[config.mk]
export PLATFORM = sky130hd
export DESIGN_NAME = rst_seq_ctrl_flat
export DESIGN_NICKNAME = d
export VERILOG_FILES = /design/src/rtl/rst_seq_pkg.sv /design/src/rtl/rst_seq_ctrl_if.sv /design/src/rtl/rst_seq_sync.sv /design/src/rtl/rst_seq_ctrl.sv /design/src/flat_wrapper.sv
export SDC_FILE = /design/constraint.sdc
export NUM_CORES = 1
export LEC_CHECK = 0
export ABC_AREA = 1
export ABC_CLOCK_PERIOD_IN_PS = 3000
export BUFFER_PORTS_ARGS = -buffer_cell sky130_fd_sc_hd__buf_2
export CORE_MARGIN = 1.5
export CORE_UTILIZATION = 51
export DETAILED_ROUTE_END_ITERATION = 8
export PLACE_DENSITY = 0.7
export SETUP_SLACK_MARGIN = 0.3
export SYNTH_ARGS = -nofsm -noshare
export SYNTH_HDL_FRONTEND = slang
export SYNTH_SLANG_ARGS = --single-unit
[constraint.sdc]
create_clock -name sysclk -period 3 [get_ports sysclk]
set_input_delay 0.3 -clock sysclk [delete_from_list [all_inputs] [get_ports sysclk]]
set_output_delay 0.3 -clock sysclk [all_outputs]
set_load 0.02 [all_outputs]
[src/rtl/rst_seq_pkg.sv]
// Shared state encodings, counter width and parameter defaults for the
// reset sequencer.
package rst_seq_pkg;

  typedef enum logic [2:0] {
    PLL_RST   = 3'd0,
    WAIT_LOCK = 3'd1,
    STABLE    = 3'd2,
    REL_DDR   = 3'd3,
    REL_CORE  = 3'd4,
    PANEL     = 3'd5,
    RUN       = 3'd6,
    PWR_DN    = 3'd7
  } seq_state_e;

  localparam int unsigned CNT_W               = 16;
  localparam int unsigned DEF_LOCK_STABLE_CYC = 1024;
  localparam int unsigned DEF_STEP_DLY        = 256;
  localparam int unsigned DEF_LOCK_TO_CYC     = 65535;

  // Number of cycles the PLL is held in reset on every pass through PLL_RST.
  localparam logic [CNT_W-1:0] PLL_RST_CYC = 16'd8;

  // Value loaded into the shared step counter when a state is entered.
  function automatic logic [CNT_W-1:0] cnt_reload(input seq_state_e       s,
                                                  input logic [CNT_W-1:0] stable_cyc,
                                                  input logic [CNT_W-1:0] step_dly);
    case (s)
      PLL_RST:           return PLL_RST_CYC;
      WAIT_LOCK, STABLE: return stable_cyc;
      default:           return step_dly;
    endcase
  endfunction

endpackage

[src/rtl/rst_seq_ctrl_if.sv]
// Control/status bundle of the reset sequencer. The slave modport is the
// sequencer itself; the master modport is the surrounding system.
interface rst_seq_ctrl_if;

  logic       pll_lock;
  logic       restart;
  logic       clr_flag;
  logic       pll_reset_n;
  logic       ddr_rst_n;
  logic       core_rst_n;
  logic       panel_pwr_en;
  logic       bl_en;
  logic [2:0] seq_state;
  logic       seq_done;
  logic       lock_lost;
  logic       wdt_timeout;

  modport master (
    output pll_lock, restart, clr_flag,
    input  pll_reset_n, ddr_rst_n, core_rst_n, panel_pwr_en, bl_en,
           seq_state, seq_done, lock_lost, wdt_timeout
  );

  modport slave (
    input  pll_lock, restart, clr_flag,
    output pll_reset_n, ddr_rst_n, core_rst_n, panel_pwr_en, bl_en,
           seq_state, seq_done, lock_lost, wdt_timeout
  );

endinterface

[src/rtl/rst_seq_sync.sv]
// Two-flop synchronizer bringing the asynchronous PLL lock into sysclk.
module rst_seq_sync (
  input  logic clk,
  input  logic rst_n,
  input  logic d,
  output logic q
);

  logic meta_q, meta_d;
  logic sync_q, sync_d;

  // Shift the raw input through two stages.
  always_comb begin
    meta_d = d;
    sync_d = meta_q;
  end

  // Synchronizer flops, cleared to "not locked" in reset.
  always_ff @(posedge clk or negedge rst_n) begin
    if (!rst_n) begin
      meta_q <= 1'b0;
      sync_q <= 1'b0;
    end else begin
      meta_q <= meta_d;
      sync_q <= sync_d;
    end
  end

  assign q = sync_q;

endmodule

[src/rtl/rst_seq_ctrl.sv]
// Power-up / power-down reset sequencer: holds the PLL in reset, waits for a
// stable lock, then releases DDR reset, core reset, panel power and backlight
// in timed steps, with an orderly power-down on restart.
// Optional lock watchdog enabled by defining RST_SEQ_WDT_EN.
module rst_seq_ctrl
  import rst_seq_pkg::*;
#(
  parameter int unsigned LOCK_STABLE_CYC = DEF_LOCK_STABLE_CYC,
  parameter int unsigned STEP_DLY        = DEF_STEP_DLY,
  parameter int unsigned LOCK_TO_CYC     = DEF_LOCK_TO_CYC
) (
  input  logic          sysclk,
  input  logic          sys_reset_n,
  rst_seq_ctrl_if.slave bus
);

  localparam logic [CNT_W-1:0] STABLE_C = CNT_W'(LOCK_STABLE_CYC);
  localparam logic [CNT_W-1:0] STEP_C   = CNT_W'(STEP_DLY);

  logic lock_s;

  seq_state_e       state_q, state_d;
  logic [CNT_W-1:0] cnt_q, cnt_d;
  logic [CNT_W-1:0] cnt_dec;
  logic             pd_last_q, pd_last_d;
  logic             pll_reset_n_q, pll_reset_n_d;
  logic             ddr_rst_n_q, ddr_rst_n_d;
  logic             core_rst_n_q, core_rst_n_d;
  logic             panel_pwr_en_q, panel_pwr_en_d;
  logic             bl_en_q, bl_en_d;
  logic             seq_done_q, seq_done_d;
  logic             lock_lost_q, lock_lost_d;
  logic             enter;
  logic             lock_loss;
  logic             wdt_fire;

`ifdef RST_SEQ_WDT_EN
  localparam logic [CNT_W-1:0] LOCK_TO_C = CNT_W'(LOCK_TO_CYC);
  logic [CNT_W-1:0] wdt_q, wdt_d;
  logic             wdt_timeout_q, wdt_timeout_d;
`else
  localparam int unsigned unused_lock_to_cyc = LOCK_TO_CYC;
`endif

  rst_seq_sync u_sync (
    .clk   (sysclk),
    .rst_n (sys_reset_n),
    .d     (bus.pll_lock),
    .q     (lock_s)
  );

  // Next-state, step counter, watchdog and registered-output computation.
  always_comb begin
    state_d     = state_q;
    cnt_d       = cnt_q;
    pd_last_d   = pd_last_q;
    lock_lost_d = lock_lost_q;
    enter       = 1'b0;
    lock_loss   = 1'b0;
    wdt_fire    = 1'b0;
    cnt_dec     = (cnt_q == '0) ? '0 : cnt_q - 1'b1;

`ifdef RST_SEQ_WDT_EN
    wdt_d         = '0;
    wdt_timeout_d = 1'b0;
    if (state_q == WAIT_LOCK || state_q == STABLE) begin
      wdt_d = wdt_q + 1'b1;
      if (wdt_d == LOCK_TO_C) begin
        wdt_fire      = 1'b1;
        wdt_timeout_d = 1'b1;
        wdt_d         = '0;
      end
    end
`endif

    unique case (state_q)
      PLL_RST: begin
        if (cnt_dec == '0) begin
          state_d = WAIT_LOCK;
          enter   = 1'b1;
        end else begin
          cnt_d = cnt_dec;
        end
      end
      WAIT_LOCK: begin
        if (lock_s) begin
          state_d = STABLE;
          enter   = 1'b1;
        end
      end
      STABLE: begin
        if (!lock_s) begin
          state_d = WAIT_LOCK;
          enter   = 1'b1;
        end else if (cnt_dec == '0) begin
          state_d = REL_DDR;
          enter   = 1'b1;
        end else begin
          cnt_d = cnt_dec;
        end
      end
      REL_DDR, REL_CORE, PANEL: begin
        if (!lock_s) begin
          lock_loss = 1'b1;
        end else if (cnt_dec == '0) begin
          state_d = (state_q == REL_DDR)  ? REL_CORE :
                    (state_q == REL_CORE) ? PANEL : RUN;
          enter   = 1'b1;
        end else begin
          cnt_d = cnt_dec;
        end
      end
      RUN: begin
        if (!lock_s) begin
          lock_loss = 1'b1;
        end else if (bus.restart) begin
          state_d   = PWR_DN;
          pd_last_d = 1'b0;
          enter     = 1'b1;
        end
      end
      PWR_DN: begin
        // Two timed halves share one state code: the first ends with the
        // panel switched off, the second drops the resets.
        if (!lock_s) begin
          lock_loss = 1'b1;
        end else if (cnt_dec == '0) begin
          if (pd_last_q) begin
            state_d = PLL_RST;
            enter   = 1'b1;
          end else begin
            pd_last_d = 1'b1;
            cnt_d     = STEP_C;
          end
        end else begin
          cnt_d = cnt_dec;
        end
      end
    endcase

    if (wdt_fire) begin
      state_d = PLL_RST;
      enter   = 1'b1;
    end
    if (lock_loss) begin
      state_d = WAIT_LOCK;
      enter   = 1'b1;
    end
    if (enter) begin
      cnt_d = cnt_reload(state_d, STABLE_C, STEP_C);
    end

    if (lock_loss) begin
      lock_lost_d = 1'b1;
    end else if (bus.clr_flag) begin
      lock_lost_d = 1'b0;
    end

    // Outputs follow the state being entered so they change on the same edge.
    pll_reset_n_d  = (state_d != PLL_RST);
    ddr_rst_n_d    = state_d inside {REL_DDR, REL_CORE, PANEL, RUN, PWR_DN};
    core_rst_n_d   = state_d inside {REL_CORE, PANEL, RUN, PWR_DN};
    panel_pwr_en_d = (state_d inside {PANEL, RUN}) || (state_d == PWR_DN && !pd_last_d);
    bl_en_d        = (state_d == RUN);
    seq_done_d     = (state_d == RUN);
  end

  // Sequencer state and registered outputs.
  always_ff @(posedge sysclk or negedge sys_reset_n) begin
    if (!sys_reset_n) begin
      state_q        <= PLL_RST;
      cnt_q          <= PLL_RST_CYC;
      pd_last_q      <= 1'b0;
      pll_reset_n_q  <= 1'b0;
      ddr_rst_n_q    <= 1'b0;
      core_rst_n_q   <= 1'b0;
      panel_pwr_en_q <= 1'b0;
      bl_en_q        <= 1'b0;
      seq_done_q     <= 1'b0;
      lock_lost_q    <= 1'b0;
`ifdef RST_SEQ_WDT_EN
      wdt_q          <= '0;
      wdt_timeout_q  <= 1'b0;
`endif
    end else begin
      state_q        <= state_d;
      cnt_q          <= cnt_d;
      pd_last_q      <= pd_last_d;
      pll_reset_n_q  <= pll_reset_n_d;
      ddr_rst_n_q    <= ddr_rst_n_d;
      core_rst_n_q   <= core_rst_n_d;
      panel_pwr_en_q <= panel_pwr_en_d;
      bl_en_q        <= bl_en_d;
      seq_done_q     <= seq_done_d;
      lock_lost_q    <= lock_lost_d;
`ifdef RST_SEQ_WDT_EN
      wdt_q          <= wdt_d;
      wdt_timeout_q  <= wdt_timeout_d;
`endif
    end
  end

  assign bus.pll_reset_n  = pll_reset_n_q;
  assign bus.ddr_rst_n    = ddr_rst_n_q;
  assign bus.core_rst_n   = core_rst_n_q;
  assign bus.panel_pwr_en = panel_pwr_en_q;
  assign bus.bl_en        = bl_en_q;
  assign bus.seq_state    = state_q;
  assign bus.seq_done     = seq_done_q;
  assign bus.lock_lost    = lock_lost_q;
`ifdef RST_SEQ_WDT_EN
  assign bus.wdt_timeout  = wdt_timeout_q;
`else
  assign bus.wdt_timeout  = 1'b0;
`endif

endmodule

[src/flat_wrapper.sv]
// flat-port wrapper written by rule: the top's interface ports become plain ports
module rst_seq_ctrl_flat import rst_seq_pkg::*;
#(
  parameter int unsigned LOCK_STABLE_CYC = DEF_LOCK_STABLE_CYC,
  parameter int unsigned STEP_DLY        = DEF_STEP_DLY,
  parameter int unsigned LOCK_TO_CYC     = DEF_LOCK_TO_CYC
)
  (sysclk, sys_reset_n, bus_pll_lock, bus_restart, bus_clr_flag, bus_pll_reset_n, bus_ddr_rst_n, bus_core_rst_n, bus_panel_pwr_en, bus_bl_en, bus_seq_state, bus_seq_done, bus_lock_lost, bus_wdt_timeout);
  rst_seq_ctrl_if bus_i ();
  input  logic sysclk;
  input  logic sys_reset_n;
  input wire logic [$bits(bus_i.pll_lock)-1:0] bus_pll_lock;
  input wire logic [$bits(bus_i.restart)-1:0] bus_restart;
  input wire logic [$bits(bus_i.clr_flag)-1:0] bus_clr_flag;
  output wire logic [$bits(bus_i.pll_reset_n)-1:0] bus_pll_reset_n;
  output wire logic [$bits(bus_i.ddr_rst_n)-1:0] bus_ddr_rst_n;
  output wire logic [$bits(bus_i.core_rst_n)-1:0] bus_core_rst_n;
  output wire logic [$bits(bus_i.panel_pwr_en)-1:0] bus_panel_pwr_en;
  output wire logic [$bits(bus_i.bl_en)-1:0] bus_bl_en;
  output wire logic [$bits(bus_i.seq_state)-1:0] bus_seq_state;
  output wire logic [$bits(bus_i.seq_done)-1:0] bus_seq_done;
  output wire logic [$bits(bus_i.lock_lost)-1:0] bus_lock_lost;
  output wire logic [$bits(bus_i.wdt_timeout)-1:0] bus_wdt_timeout;
  assign bus_i.pll_lock = bus_pll_lock;
  assign bus_i.restart = bus_restart;
  assign bus_i.clr_flag = bus_clr_flag;
  assign bus_pll_reset_n = bus_i.pll_reset_n;
  assign bus_ddr_rst_n = bus_i.ddr_rst_n;
  assign bus_core_rst_n = bus_i.core_rst_n;
  assign bus_panel_pwr_en = bus_i.panel_pwr_en;
  assign bus_bl_en = bus_i.bl_en;
  assign bus_seq_state = bus_i.seq_state;
  assign bus_seq_done = bus_i.seq_done;
  assign bus_lock_lost = bus_i.lock_lost;
  assign bus_wdt_timeout = bus_i.wdt_timeout;
  rst_seq_ctrl #(.LOCK_STABLE_CYC(LOCK_STABLE_CYC), .STEP_DLY(STEP_DLY), .LOCK_TO_CYC(LOCK_TO_CYC)) u_core (.sysclk(sysclk), .sys_reset_n(sys_reset_n), .bus(bus_i));
endmodule
==> impl_metrics.env <==
export IMPL_pwr_share_seq_pct=25.1
export IMPL_cts_clk_slew_worst_paths_ns=0.10
export IMPL_grt_usage_pct=23.8
export IMPL_tritoncts="done"
export IMPL_hold_viol=0
export IMPL_maxCapViolations=0
export IMPL_netlist_area_leader_share_pct=33.4
export IMPL_max_clock_freq_mhz=371
export IMPL_crit_fanout=6
export IMPL_clk_latency_ns=0.27
export IMPL_port_buffers=14
export IMPL_syn_area_per_cell_um2=6.87
export IMPL_h_tree_depth=1
export IMPL_worst_slew_pin_slew_ns=0.606
export IMPL_cp_start_kind="register"
export IMPL_layout_commonest_cell="nand2_1"
export IMPL_drive_gt1_share_pct=33.5
export IMPL_finalClockSkew_ns=0.00320
export IMPL_area_delta_synth_final_pct=28.0
export IMPL_tns_ns=0
export IMPL_via_per_inst=5.54
export IMPL_ant_nets=0
export IMPL_syn_nets=301
export IMPL_reg2reg_to="u_core.cnt_q[8]"
export IMPL_ff2ff_path_depth=20
export IMPL_ys_seq_area_share_pct=34.7
export IMPL_min_period_over_period_pct=89.9
export IMPL_synthTopCellsByArea="dfrtp_1 (33%), nand2_1 (14%), inv_1 (8.3%)"
export IMPL_final_max_slew_viol_count=0
export IMPL_p_switching_mw=1.36
export IMPL_num_vias=2066
export IMPL_ir_worst_vdd_uv=607
export IMPL_routedWlPerCell_um=15.1
export IMPL_cp_data_arrival_time_ns=2.87
export IMPL_finalInstanceArea_um2=2590
export IMPL_clkSinkCount=28
export IMPL_status="complete, no violations"
export IMPL_cts_root_buffer="clkbuf_8"
export IMPL_finalSetupViolations=0
export IMPL_drc=0
export IMPL_antennaDiodeCount=0
export IMPL_numCtsBuffers=3
export IMPL_cp_end_kind="register"
export IMPL_reg2reg_from="u_core.cnt_q[0]"
export IMPL_leakage_nw=1.34
export IMPL_io_pins=16
export IMPL_crit_required_ns=3.17
export IMPL_synth_seq_cells=28
export IMPL_drt_iter0_markers=126
export IMPL_placementRows=22
export IMPL_dieHeight_um=66.0
export IMPL_ff2ff_setup_slack_ns=0.30
export IMPL_swShare_pct=52.0
export IMPL_power_clock_fraction_pct=9.0
export IMPL_whs_ns=0.0253
export IMPL_ys_warn_count=0
export IMPL_worstSetupPathType="register to register"
export IMPL_final_nets=332
export IMPL_placed_area_um2=2120
export IMPL_coreArea_um2=3740
export IMPL_die_x_um=66.0
export IMPL_grt_overflow=0
export IMPL_dieArea_um2=4360
export IMPL_min_period_ns=2.70
export IMPL_power_per_cell_area_nw_per_um2=1010
export IMPL_dp_hpwl_um=3600
export IMPL_grt_max_degree=29
export IMPL_hold_buffers=0
export IMPL_synth_cells=295
export IMPL_ys_types=33
export IMPL_synth_area_um2=2030
export IMPL_final_cell_mix="nand2_1 (60), inv_1 (43), nor2_1 (26), dfrtp_1 (24), nand3_1 (16)"
export IMPL_postRouteWirelength_um=5650
export IMPL_p_comb_share_pct=65.9
export IMPL_p_int_mw=1.25
export IMPL_first_pass_iters=4
export IMPL_grt_pass1_vias=1773
export IMPL_synth_top_area_cell="dfrtp_1"
export IMPL_hold_class="primary input to asynchronous set/reset pin"
export IMPL_grt_pass1_wl_um=8060
export IMPL_antenna_found_initial=0
export IMPL_rsz0062_at_grt="yes"
export IMPL_gp_congestion=0.963
export IMPL_initial_core_util_pct=54.1
export IMPL_clk_path_buf_depth=2
export IMPL_max_slew_margin_rel_pct=59.6
-- final cells by class --
cell class,instances,area [µm²]
fill,309,1150
timing repair buffer,32,229
tap,48,60.1
multi-input combinational,214,1370
clock buffer,4,55.1
sequential,28,706
inverter,47,176
-- sequential cells by signal, summed over array words and instances (netlist names) --
name                     count
u_core.bus.bl_en             1
u_core.bus.core_rst_n        1
u_core.bus.ddr_rst_n         1
u_core.bus.lock_lost         1
u_core.bus.panel_pwr_en      1
u_core.bus.pll_reset_n       1
u_core.bus.seq_state         3
u_core.cnt_q                16
u_core.pd_last_q             1
u_core.u_sync.meta_q         1
u_core.u_sync.q              1
-- per-stage QoR --
stage                     worst slack [ns]  total power, mW  utilization [%]  std cells
after floorplan                      0.569             1.57                -        295
after global placement               0.135             1.82             56.6        353
after detailed placement             0.116             1.83             56.6        353
after CTS                            0.314             2.12             59.5        358
after global routing                 0.134             2.79             69.3        373
final                                0.303             2.61             69.3        373
-- per-layer routing --
metal	share of wire [%]	track usage, %
met5	0	0
met4	0.81	5.36
met3	4.6	2.56
met2	50	39.4
met1	45	33.7
-- power by group through the flow --
| stage | clock [mW] | sequential, mW | combinational (mW) |
|---|---|---|---|
| finish | 0.234 | 0.656 | 1.72 |
| global route | 0.252 | 0.662 | 1.88 |
| CTS | 0.237 | 0.621 | 1.26 |
| detailed placement | 0 | 0.627 | 1.20 |
| global placement | 0 | 0.625 | 1.20 |
| floorplan | 0 | 0.601 | 0.964 |
-- cells by family (layout without fill, tap and decap cells) --
logic type | after synthesis | in the layout | share of synthesized area, %
adder cells (fa/ha/maj) | 1 | 1 | 0.618
AO/OA/AOI/OAI | 37 | 37 | 11.9
buffers and inverters | 54 | 83 | 11.6
flip-flops | 28 | 28 | 34.7
AND/OR/NAND/NOR | 173 | 174 | 40.6
XOR/XNOR | 1 | 1 | 0.432
other | 1 | 1 | 0.185
-- critical path: stages, from the launching register on --
cell and delay (ns):
dfrtp_1 0.38, inv_2 0.13, ha_4 0.20, nand2_8 0.08
nor2_4 0.10, nand2_4 0.08, buf_8 0.15, nand2_2 0.10
nand2_2 0.09, nor2_4 0.11, nand2_2 0.08, nor2_4 0.18
nand3_2 0.12, a21oi_2 0.17, nand2_2 0.08, nor2_4 0.18
nor2_4 0.06, nor2_4 0.13, nand2_1 0.06, nand2_1 0.07
nand2_1 0.05
-- timing repair --
item                       CTS  global route
gates resized for setup     11            66
setup endpoints to repair   17            21
buffers inserted             1            13
gates cloned                 0             2
pin swaps                    2            26
-- cell usage after synthesis (all sizes together) --
cell,n
nand2,80
nor2,50
inv,47
nand3,29
dfrtp,27
o21ai,11
o22ai,11
a21oi,10
buf,7
nor3,5
nand3b,4
nand4,3
o21bai,2
and2,1
and3,1
conb,1
dfstp,1
ha,1
o211ai,1
o21a,1
o31ai,1
xor2,1
-- worst max-delay path by stage --
stage | start | to | slack [ns] | depth (start not counted)
6_report | u_core.cnt_q[0] | u_core.cnt_q[8] | 0.30 | 20
5_1_grt | u_core.cnt_q[0] | u_core.cnt_q[8] | 0.13 | 20
4_1_cts | u_core.cnt_q[0] | u_core.cnt_q[3] | 0.31 | 19
3_5_place_dp | u_core.cnt_q[0] | u_core.cnt_q[2] | 0.12 | 18
3_3_place_gp | u_core.cnt_q[0] | u_core.cnt_q[4] | 0.14 | 18
2_1_floorplan | u_core.cnt_q[0] | u_core.cnt_q[10] | 0.57 | 20
Note: power is estimated with default switching activity, not from simulation.
